<file path="config.mk">
export PLATFORM = sky130hd
export DESIGN_NAME = ncl_gate_sequencer_flat
export DESIGN_NICKNAME = d
export VERILOG_FILES = /design/src/rtl/ncl_gate_sequencer_if.sv /design/src/rtl/ncl_gate_sequencer.sv /design/src/flat_wrapper.sv
export SDC_FILE = /design/constraint.sdc
export NUM_CORES = 1
export LEC_CHECK = 0
export BUFFER_PORTS_ARGS = -buffer_cell sky130_fd_sc_hd__buf_2
export CORE_ASPECT_RATIO = 1.1
export CORE_UTILIZATION = 45
export DETAILED_ROUTE_END_ITERATION = 10
export MAX_ROUTING_LAYER = met4
export PLACE_DENSITY = 0.65
export SYNTH_ARGS = -nofsm -noshare
export SYNTH_HDL_FRONTEND = slang
export SYNTH_SLANG_ARGS = --single-unit
</file>
<file path="constraint.sdc">
create_clock -name clk -period 5.45 [get_ports clk]
set_input_delay 0.2725 -clock clk [delete_from_list [all_inputs] [get_ports clk]]
set_output_delay 0.2725 -clock clk [all_outputs]
set_load 0.005 [all_outputs]
</file>
<file path="src/rtl/ncl_gate_sequencer_if.sv">
// Pin-level bundle between the wavefront sequencer and the dual-rail gate under test.
// The master side is the host/gate harness; the slave side is the sequencer.
interface ncl_gate_sequencer_if;
  logic        start;
  logic        loop;
  logic        o0;
  logic        o1;
  logic        x0;
  logic        x1;
  logic        y0;
  logic        y1;
  logic        busy;
  logic        done;
  logic        fault;
  logic [1:0]  last_result;
  logic [15:0] pass_cnt;
  logic [15:0] err_cnt;

  modport master (
    output start, loop, o0, o1,
    input  x0, x1, y0, y1, busy, done, fault, last_result, pass_cnt, err_cnt
  );

  modport slave (
    input  start, loop, o0, o1,
    output x0, x1, y0, y1, busy, done, fault, last_result, pass_cnt, err_cnt
  );
endinterface

</file>
<file path="src/rtl/ncl_gate_sequencer.sv">
// Drives a dual-rail NAND cell through NULL/DATA wavefronts for all four operand
// pairs, checks completions against NAND and keeps saturating pass/error counters.
module ncl_gate_sequencer #(
  parameter int SETTLE  = 2,
  parameter int TIMEOUT = 255
) (
  input  logic                  clk,
  input  logic                  rst,
  ncl_gate_sequencer_if.slave   bus
);
  typedef enum logic [2:0] {S_IDLE, S_NULL, S_DATA, S_CHECK, S_DONE} state_t;

  state_t      r_state, w_nstate;
  logic        r_s0_m, r_s1_m, r_s0, r_s1;
  logic [1:0]  r_prev, r_v, r_cap, r_last;
  logic [3:0]  r_stab;
  logic [7:0]  r_wait;
  logic        r_ill_seen;
  logic        r_x0, r_x1, r_y0, r_y1, r_busy, r_done, r_fault;
  logic [15:0] r_pass, r_err;

  logic [1:0]  w_s, w_exp, w_err_inc;
  logic [3:0]  w_stab_nx;
  logic [3:0]  w_rails_d;
  logic [16:0] w_err_sum;
  logic        w_wait, w_cond, w_settled, w_timeout, w_illegal;
  logic        w_ill_evt, w_to_evt, w_mis, w_pass_inc, w_adv;
  logic        w_busy_d, w_done_d;

  assign w_s       = {r_s1, r_s0};
  assign w_wait    = (r_state == S_NULL) || (r_state == S_DATA);
  assign w_illegal = w_wait && r_s0 && r_s1;
  assign w_cond    = (r_state == S_NULL) ? (w_s == 2'b00) :
                     (r_state == S_DATA) ? (r_s0 ^ r_s1) : 1'b0;
  // Run length restarts whenever the sampled codeword changes, so DATA completion
  // requires the same rail for all SETTLE cycles.
  assign w_stab_nx = !w_cond ? 4'd0 :
                     (r_stab != 4'd0 && w_s == r_prev) ? r_stab + 4'd1 : 4'd1;
  assign w_settled = w_cond && (w_stab_nx >= 4'(SETTLE));
  assign w_timeout = w_wait && (r_wait == 8'(TIMEOUT - 1));

  // State register
  always_ff @(posedge clk) begin
    if (rst) r_state <= S_IDLE;
    else     r_state <= w_nstate;
  end

  // Next-state logic
  always_comb begin
    w_nstate = r_state;
    case (r_state)
      S_IDLE:  if (bus.start) w_nstate = S_NULL;
      S_NULL:  if (w_settled || w_timeout) w_nstate = S_DATA;
      S_DATA: begin
        if (w_settled)      w_nstate = S_CHECK;
        else if (w_timeout) w_nstate = (r_v == 2'b11) ? S_DONE : S_NULL;
      end
      S_CHECK: w_nstate = (r_v == 2'b11) ? S_DONE : S_NULL;
      S_DONE:  w_nstate = bus.loop ? S_NULL : S_IDLE;
      default: w_nstate = S_IDLE;
    endcase
  end

  // Output / event decode
  always_comb begin
    w_exp      = {~(r_v[1] & r_v[0]), r_v[1] & r_v[0]};
    w_pass_inc = (r_state == S_CHECK) && (r_cap == w_exp);
    w_mis      = (r_state == S_CHECK) && (r_cap != w_exp);
    w_ill_evt  = w_illegal && !r_ill_seen;
    w_to_evt   = w_timeout && !w_settled;
    w_err_inc  = 2'(w_mis) + 2'(w_ill_evt) + 2'(w_to_evt);
    w_adv      = (r_state == S_CHECK) || ((r_state == S_DATA) && w_to_evt);
    // Operands stay on the rails through CHECK so NULL starts cleanly on NULL_WAIT entry.
    if (w_nstate == S_DATA || w_nstate == S_CHECK)
      w_rails_d = {~r_v[1], r_v[1], ~r_v[0], r_v[0]};
    else
      w_rails_d = 4'b0000;
    w_busy_d   = (w_nstate != S_IDLE);
    w_done_d   = (w_nstate == S_DONE);
  end

  assign w_err_sum = {1'b0, r_err} + 17'(w_err_inc);

  always_ff @(posedge clk) begin
    if (rst) begin
      r_s0_m <= 1'b0; r_s1_m <= 1'b0; r_s0 <= 1'b0; r_s1 <= 1'b0;
      r_prev <= 2'b00; r_stab <= 4'd0; r_wait <= 8'd0; r_ill_seen <= 1'b0;
      r_v <= 2'b00; r_cap <= 2'b00; r_last <= 2'b00;
      {r_x0, r_x1, r_y0, r_y1} <= 4'b0000;
      r_busy <= 1'b0; r_done <= 1'b0; r_fault <= 1'b0;
      r_pass <= 16'd0; r_err <= 16'd0;
    end else begin
      r_s0_m <= bus.o0; r_s0 <= r_s0_m;
      r_s1_m <= bus.o1; r_s1 <= r_s1_m;
      r_prev <= w_s;

      if (w_nstate != r_state) begin
        r_stab     <= 4'd0;
        r_wait     <= 8'd0;
        r_ill_seen <= 1'b0;
      end else begin
        r_stab <= w_stab_nx;
        if (w_wait)    r_wait     <= r_wait + 8'd1;
        if (w_illegal) r_ill_seen <= 1'b1;
      end

      if (r_state == S_IDLE || r_state == S_DONE) r_v <= 2'b00;
      else if (w_adv && r_v != 2'b11)              r_v <= r_v + 2'd1;

      if (r_state == S_DATA && w_settled) r_cap  <= w_s;
      if (r_state == S_CHECK)             r_last <= r_cap;

      {r_x0, r_x1, r_y0, r_y1} <= w_rails_d;
      r_busy <= w_busy_d;
      r_done <= w_done_d;

      if (w_pass_inc && r_pass != 16'hFFFF) r_pass <= r_pass + 16'd1;
      r_err   <= w_err_sum[16] ? 16'hFFFF : w_err_sum[15:0];
      r_fault <= r_fault | (w_err_inc != 2'd0);
    end
  end

  assign bus.x0          = r_x0;
  assign bus.x1          = r_x1;
  assign bus.y0          = r_y0;
  assign bus.y1          = r_y1;
  assign bus.busy        = r_busy;
  assign bus.done        = r_done;
  assign bus.fault       = r_fault;
  assign bus.last_result = r_last;
  assign bus.pass_cnt    = r_pass;
  assign bus.err_cnt     = r_err;
endmodule

</file>
<file path="src/flat_wrapper.sv">
// flat-port wrapper written by rule: the top's interface ports become plain ports
module ncl_gate_sequencer_flat 
#(
  parameter int SETTLE  = 2,
  parameter int TIMEOUT = 255
)
  (clk, rst, bus_start, bus_loop, bus_o0, bus_o1, bus_x0, bus_x1, bus_y0, bus_y1, bus_busy, bus_done, bus_fault, bus_last_result, bus_pass_cnt, bus_err_cnt);
  ncl_gate_sequencer_if bus_i ();
  input  logic clk;
  input  logic rst;
  input wire logic [$bits(bus_i.start)-1:0] bus_start;
  input wire logic [$bits(bus_i.loop)-1:0] bus_loop;
  input wire logic [$bits(bus_i.o0)-1:0] bus_o0;
  input wire logic [$bits(bus_i.o1)-1:0] bus_o1;
  output wire logic [$bits(bus_i.x0)-1:0] bus_x0;
  output wire logic [$bits(bus_i.x1)-1:0] bus_x1;
  output wire logic [$bits(bus_i.y0)-1:0] bus_y0;
  output wire logic [$bits(bus_i.y1)-1:0] bus_y1;
  output wire logic [$bits(bus_i.busy)-1:0] bus_busy;
  output wire logic [$bits(bus_i.done)-1:0] bus_done;
  output wire logic [$bits(bus_i.fault)-1:0] bus_fault;
  output wire logic [$bits(bus_i.last_result)-1:0] bus_last_result;
  output wire logic [$bits(bus_i.pass_cnt)-1:0] bus_pass_cnt;
  output wire logic [$bits(bus_i.err_cnt)-1:0] bus_err_cnt;
  assign bus_i.start = bus_start;
  assign bus_i.loop = bus_loop;
  assign bus_i.o0 = bus_o0;
  assign bus_i.o1 = bus_o1;
  assign bus_x0 = bus_i.x0;
  assign bus_x1 = bus_i.x1;
  assign bus_y0 = bus_i.y0;
  assign bus_y1 = bus_i.y1;
  assign bus_busy = bus_i.busy;
  assign bus_done = bus_i.done;
  assign bus_fault = bus_i.fault;
  assign bus_last_result = bus_i.last_result;
  assign bus_pass_cnt = bus_i.pass_cnt;
  assign bus_err_cnt = bus_i.err_cnt;
  ncl_gate_sequencer #(.SETTLE(SETTLE), .TIMEOUT(TIMEOUT)) u_core (.clk(clk), .rst(rst), .bus(bus_i));
endmodule
</file>
==> flow_summary.yaml, run 1 <==
status:
  outcome: "finished, final reports clean"
sta:
  rsz0062_at_grt: "false"
  slew_viol_final: 0
  fin_crit_ns: 4.23
  timing.final.crit_share_pct: 77.6
  fin_setup_tns_ns: 0
  final-hold-violation-count: 0
  finClkSkew_ns: 0.0107
  max_freq_mhz: 237
  final-setup-viol-count: 0
  maxSlewHeadroom_pct: 41.3
  fin_ws_ns: 1.22
  worstMarginPinSlew_ns: 0.873
power:
  vdd_ir_drop_max_mv: 0.192
  powerDensity_mw_per_mm2: 279
  total_leakage_power_nw: 1.48
  p_total_mw: 1.01
critical_path:
  regToRegStartpoint: "u_core.r_s1"
  timing.rr.end: "u_core.bus.err_cnt[10]"
  worst_path_largest_cell_delay_ns: 0.77
  crit_arrival_ns: 4.48
  worstSetupEndpointType: "register"
  crit_type: "reg2reg"
  crit_chain: "inv_1, ha_1, nand3b_1, a21oi_1, a31oi_1, and2_1, fa_1, ha_1, fa_1, nand4_1, nor4_1, nand2_1, a21oi_1"
  reg2reg_depth: 13
  r2r_slack_ns: 1.22
  start_kind: "register"
  crit_fanout: 11
  cp_slowest_cell: "nor4_1"
  required_ns: 5.71
floorplan:
  ios: 47
  dieArea_mm2: 0.00732
  die_y_um: 89.6
  core_area_mm2: 0.00667
  start_util_pct: 47.1
  num_rows: 31
  die-width_um: 81.7
finish:
  post-route-cell-area_mm2: 0.00360
  nets: 412
  area_growth_pct: 14.6
  fillers: 627
  antenna_cells: 0
  drive_above_1_share_pct: 18.6
cts:
  numCtsBuffers: 9
  cts_tree: "yes"
  cts.sinks: 67
  holdBufCountCts: 0
  clock_latency_ns: 0.33
  postCtsSetupBuffers: 0
  path_clk_slew_ns: 0.07
  cts.path.max_buffers: 2
  root_buffer: "clkbuf_8"
  post_cts.resized_instances: 0
  cts_htree_levels: 3
route:
  ant_nets: 0
  dr.first_iter.drc_count: 85
  num_vias: 2567
  firstDrtPassIters: 4
  routed_wl_um: 6070
  wl_per_cell_um: 12.6
  drc: 0
  viasPerCell: 5.35
synth:
  ys_types: 57
  yosysSeqAreaShare_pct: 42.7
  synth_compound_area_share_pct: 12.9
  netlist_instances: 348
  synth_top_family_by_area: "simple AND/OR/NAND/NOR gates"
  synth-main-ff-cell: "dfxtp_1"
  synthSimpleGateAreaFrac_pct: 24.2
  synth_seq_cells: 67
  synth_area_leaders: "dfxtp_1 (43%), nor2_1 (5.3%), xor2_1 (5.0%), ha_1 (3.6%), a21oi_1 (3.5%)"
  ys_async_sr_fraction_pct: 0
  synth_top_area_share_pct: 42.7
  netlist_area_mm2: 0.00314
  synth_top_area_cell: "dfxtp_1"
  synth-xor-area-share_pct: 8.08
  synth_fa_ha_area_share_pct: 5.18
  synth_edf_count: 0
  ys_warn_count: 0
  muxShareOfSynthArea_pct: 2.91
  syn_area_per_cell_um2: 9.03
grt:
  grt_max_degree: 49
  grt_pass1_wl_um: 10300
  first_global_vias: 2370
  grt_antenna_before_repair: 0
  gr-usage-all-layers_pct: 18.8
  grt_overflow: 0
flow_run:
  drv_cap: 0
hold_path:
  min_from: "bus_o1"
  hold_depth: 2
  min_to: "u_core.r_s1_m"
  hold_path.class: "in2reg"
placement:
  place_congestion: 0.827
  portBuffers: 46
  preCtsSetupSlack_ns: 1.25
  hpwl_um: 4310
  dpl_cell_area_mm2: 0.00342
-- cell type report --
type,count,area (um2),area share (%)
clock buffers,12,145,4.03
clock inverters,2,37.5,1.04
inverters,16,60.1,1.67
multi-input cells,255,1680,46.8
flip-flops and latches,67,1340,37.2
well taps,82,103,2.85
repair buffers,46,230,6.39
-- registers in the layout, summed over array words and instances (netlist names) --
signal,flops
u_core.bus.done,1
u_core.bus.busy,1
u_core.r_ill_seen,1
u_core.bus.x0,1
u_core.r_cap,2
u_core.r_stab,4
u_core.bus.y1,1
u_core.bus.fault,1
u_core.r_v,2
u_core.r_s0_m,1
u_core.r_s0,1
u_core.r_state,3
u_core.r_prev,2
u_core.bus.y0,1
u_core.r_s1,1
u_core.bus.err_cnt,16
u_core.bus.pass_cnt,16
u_core.r_s1_m,1
u_core.bus.x1,1
u_core.bus.last_result,2
u_core.r_wait,8
-- per-layer routing --
| layer | vias to the layer above | share of wire (%) | track usage, % |
|---|---|---|---|
| li1 | 1317 | - | - |
| met1 | 1186 | 49 | 22.6 |
| met2 | 58 | 46 | 29.8 |
| met3 | 6 | 4.3 | 5.25 |
| met4 | 0 | 1.2 | 7.66 |
| met5 | - | 0 | - |
-- synthesized netlist by cell type, drive strengths merged (4+ instances only) --
| cell type | number |
|---|---|
| dfxtp | 67 |
| nor2 | 44 |
| a21oi | 23 |
| nand2 | 19 |
| xor2 | 18 |
| inv | 16 |
| nand3 | 12 |
| o21ai | 12 |
| nand4 | 11 |
| xnor2 | 11 |
| ha | 9 |
| or3 | 9 |
| mux2i | 8 |
| nor3 | 7 |
| and3 | 6 |
| buf | 6 |
| clkbuf | 6 |
| nor2b | 6 |
| nand3b | 5 |
| o211ai | 5 |
| a211oi | 4 |
-- worst max-delay path, delay by kind of cell, from the launching register on --
kind,cells,cell delay (ns)
AND/OR/NAND/NOR,5,1.64
AO/OA/AOI/OAI,3,0.72
flip-flops,1,0.40
adder cells (fa/ha/maj),4,1.29
buffers and inverters,1,0.10
-- cell usage in the layout (no fill, tap or decap), types with 3 or more instances in the layout --
cell type / Yosys / routed
a211oi_1: 3 / 3
a21oi_1: 22 / 22
a31oi_1: 3 / 3
and2_1: 3 / 3
and3_1: 4 / 4
buf_2: 3 / 46
clkbuf_8: 0 / 10
conb_1: 1 / 3
dfxtp_1: 67 / 67
ha_1: 9 / 9
inv_1: 16 / 16
mux2i_1: 8 / 8
nand2_1: 19 / 19
nand2b_1: 3 / 3
nand3_1: 12 / 12
nand3b_1: 4 / 4
nand4_1: 10 / 10
nor2_1: 44 / 44
nor2b_1: 6 / 6
nor3_1: 7 / 7
nor4b_1: 3 / 3
o211ai_1: 5 / 5
o21ai_0: 10 / 10
or2_2: 3 / 3
or3_1: 9 / 9
or4_1: 3 / 3
xnor2_1: 11 / 11
xor2_1: 18 / 18
-- power by group --
group	total [mW]	switching, mW	internal, mW	leakage, nW
Clock	0.391	0.172	0.219	0.0885
Combinational	0.0927	0.0556	0.0371	0.848
Sequential	0.522	0.0167	0.506	0.543
-- metrics by stage --
| stage | cells | utilization (%) | hold WS (ns) |
|---|---|---|---|
| floorplan | 350 | - | 0.401 |
| global placement | 466 | 51.2 | 0.430 |
| detailed placement | 466 | 51.2 | 0.432 |
| CTS | 480 | 54.0 | 0.134 |
| global route | 480 | 54.0 | 0.151 |
| finish | 480 | 54.0 | 0.149 |
-- cell families after synthesis --
family / Yosys count
buffers and inverters: 28
adder cells (fa/ha/maj): 12
AND/OR/NAND/NOR: 142
flip-flops: 67
multiplexers: 9
other: 1
XOR/XNOR: 29
AO/OA/AOI/OAI: 60
-- worst max path at each step --
stage / startpoint / endpoint / cells after the start
3_5_place_dp: u_core.r_stab[0] / u_core.bus.err_cnt[10] / 13
2_1_floorplan: u_core.r_stab[0] / u_core.bus.err_cnt[14] / 14
4_1_cts: u_core.r_stab[0] / u_core.bus.err_cnt[10] / 13
3_3_place_gp: u_core.r_stab[0] / u_core.bus.err_cnt[13] / 13
6_report: u_core.r_s1 / u_core.bus.err_cnt[10] / 13
5_1_grt: u_core.r_stab[0] / u_core.bus.err_cnt[8] / 13
Power figures use the tool's default switching activity.
==> inputs of run 2 (changes only) <==
Clock period 5.45 ns to 4.3 ns, I/O delays scaled along.
==> run 2 against run 1 <==
Against the previous run: largest cell class unchanged; clock-buffer cell count did not move; clock power rose by 21%; highest routed layer unchanged; first-iteration DRC count rose by 21%.
==> flow_summary.yaml, run 2 (synthesis gave the netlist of run 1 again) <==
status:
  outcome: "finished, final reports clean"
cts:
  cts.path.max_buffers: 2
  cts_tree: "yes"
  cts_htree_levels: 3
  holdBufCountCts: 0
  cts.sinks: 67
  clock_latency_ns: 0.34
  numCtsBuffers: 9
  postCtsSetupBuffers: 0
  post_cts.resized_instances: 0
  path_clk_slew_ns: 0.07
  root_buffer: "clkbuf_8"
sta:
  fin_setup_tns_ns: 0
  rsz0062_at_grt: "false"
  finClkSkew_ns: 0.00980
  fin_crit_ns: 3.82
  final-setup-viol-count: 0
  slew_viol_final: 0
  max_freq_mhz: 262
  fin_ws_ns: 0.479
  timing.final.crit_share_pct: 88.9
  worstMarginPinSlew_ns: 0.874
  final-hold-violation-count: 0
  maxSlewHeadroom_pct: 41.7
critical_path:
  timing.rr.end: "u_core.bus.err_cnt[4]"
  worst_path_largest_cell_delay_ns: 0.54
  reg2reg_depth: 13
  required_ns: 4.55
  worstSetupEndpointType: "register"
  crit_arrival_ns: 4.07
  r2r_slack_ns: 0.48
  regToRegStartpoint: "u_core.r_stab[0]"
  crit_type: "reg2reg"
  start_kind: "register"
  crit_chain: "inv_1, ha_1, nor3b_1, nor4_2, a31oi_1, and2_1, fa_1, ha_1, fa_1, nand4_1, nor4_4, nand2_1, a21oi_1"
  crit_fanout: 11
  cp_slowest_cell: "fa_1"
route:
  routed_wl_um: 6200
  num_vias: 2570
  wl_per_cell_um: 12.8
  viasPerCell: 5.32
  dr.first_iter.drc_count: 103
  firstDrtPassIters: 4
  drc: 0
  ant_nets: 0
grt:
  first_global_vias: 2305
  gr-usage-all-layers_pct: 19.2
  grt_pass1_wl_um: 10600
  grt_antenna_before_repair: 0
  grt_max_degree: 49
  grt_overflow: 0
hold_path:
  hold_path.class: "in2reg"
  min_to: "u_core.r_s1_m"
  hold_depth: 2
  min_from: "bus_o1"
floorplan:
  die-width_um: 81.7
  num_rows: 31
  dieArea_mm2: 0.00732
  die_y_um: 89.6
  ios: 47
  start_util_pct: 47.1
  core_area_mm2: 0.00667
placement:
  portBuffers: 46
  preCtsSetupSlack_ns: 0.0606
  place_congestion: 0.814
  placedCellCount: 467
  hpwl_um: 4310
power:
  total_leakage_power_nw: 1.50
  p_clk_share_pct: 37.7
  power_switching_share_pct: 26.1
  p_sw_uw: 329
  powerDensity_mw_per_mm2: 348
  power_frac_seq_pct: 52.6
  p_comb_share_pct: 9.7
  p_int_uw: 930
  vdd_ir_drop_max_mv: 0.153
finish:
  post-route-util_pct: 54.3
  drive_above_1_share_pct: 19.7
  area_growth_pct: 15.3
  fin_cells: 483
  antenna_cells: 0
  final_common_cell: "dfxtp_1"
  final_cell_mix: "dfxtp_1 (67), buf_2 (46), nor2_1 (44)"
  nets: 413
flow_run:
  drv_cap: 0
[run 2: critical path, delay by kind of cell, from the launching register on]
| kind | cells | cell delay [ns] |
|---|---|---|
| AO/OA/AOI/OAI | 2 | 0.40 |
| buffers and inverters | 1 | 0.07 |
| flip-flops | 1 | 0.37 |
| adder cells (fa/ha/maj) | 4 | 1.18 |
| AND/OR/NAND/NOR | 6 | 1.72 |
[run 2: how the worst max path moves through the flow]
stage                     startpoint                endpoint  slack (ns)
floorplan           u_core.r_stab[0]  u_core.bus.err_cnt[14]        0.77
global placement    u_core.r_stab[0]  u_core.bus.err_cnt[13]        0.28
detailed placement  u_core.r_stab[0]   u_core.bus.err_cnt[4]        0.06
CTS                 u_core.r_stab[0]   u_core.bus.err_cnt[4]        0.02
global route        u_core.r_stab[0]   u_core.bus.err_cnt[4]        0.06
finish              u_core.r_stab[0]   u_core.bus.err_cnt[4]        0.48
[run 2: power groups by stage]
stage | logic [mW] | registers [mW] | clock network (mW)
after detailed placement | 0.122 | 0.676 | 0
final | 0.123 | 0.662 | 0.475
after CTS | 0.123 | 0.661 | 0.489
after global placement | 0.121 | 0.675 | 0
after floorplan | 0.101 | 0.666 | 0
after global routing | 0.140 | 0.666 | 0.524
[run 2: metrics by stage]
| stage | power, mW | instance area [um2] | hold slack [ns] |
|---|---|---|---|
| 6_report | 1.26 | 3620 | 0.0945 |
| 5_1_grt | 1.33 | 3620 | 0.0754 |
| 4_1_cts | 1.27 | 3610 | 0.0799 |
| 3_5_place_dp | 0.798 | 3430 | 0.422 |
| 3_3_place_gp | 0.796 | 3430 | 0.438 |
| 2_1_floorplan | 0.767 | 3150 | 0.343 |
[run 2: layout make-up]
cell class	instances	area, um2
inverters	16	60.1
clock buffers	12	155
multi-input cells	255	1700
fillers	642	3050
repair buffers	47	238
flip-flops and latches	67	1340
well taps	82	103
clock inverters	4	25.0
[run 2: per-layer routing]
layer	vias up	wire length, um	global-route usage (%)
li1	1314	-	-
met1	1191	3080	24.5
met2	57	2810	28.9
met3	8	265	5.86
met4	0	52	6.54
met5	-	0	-
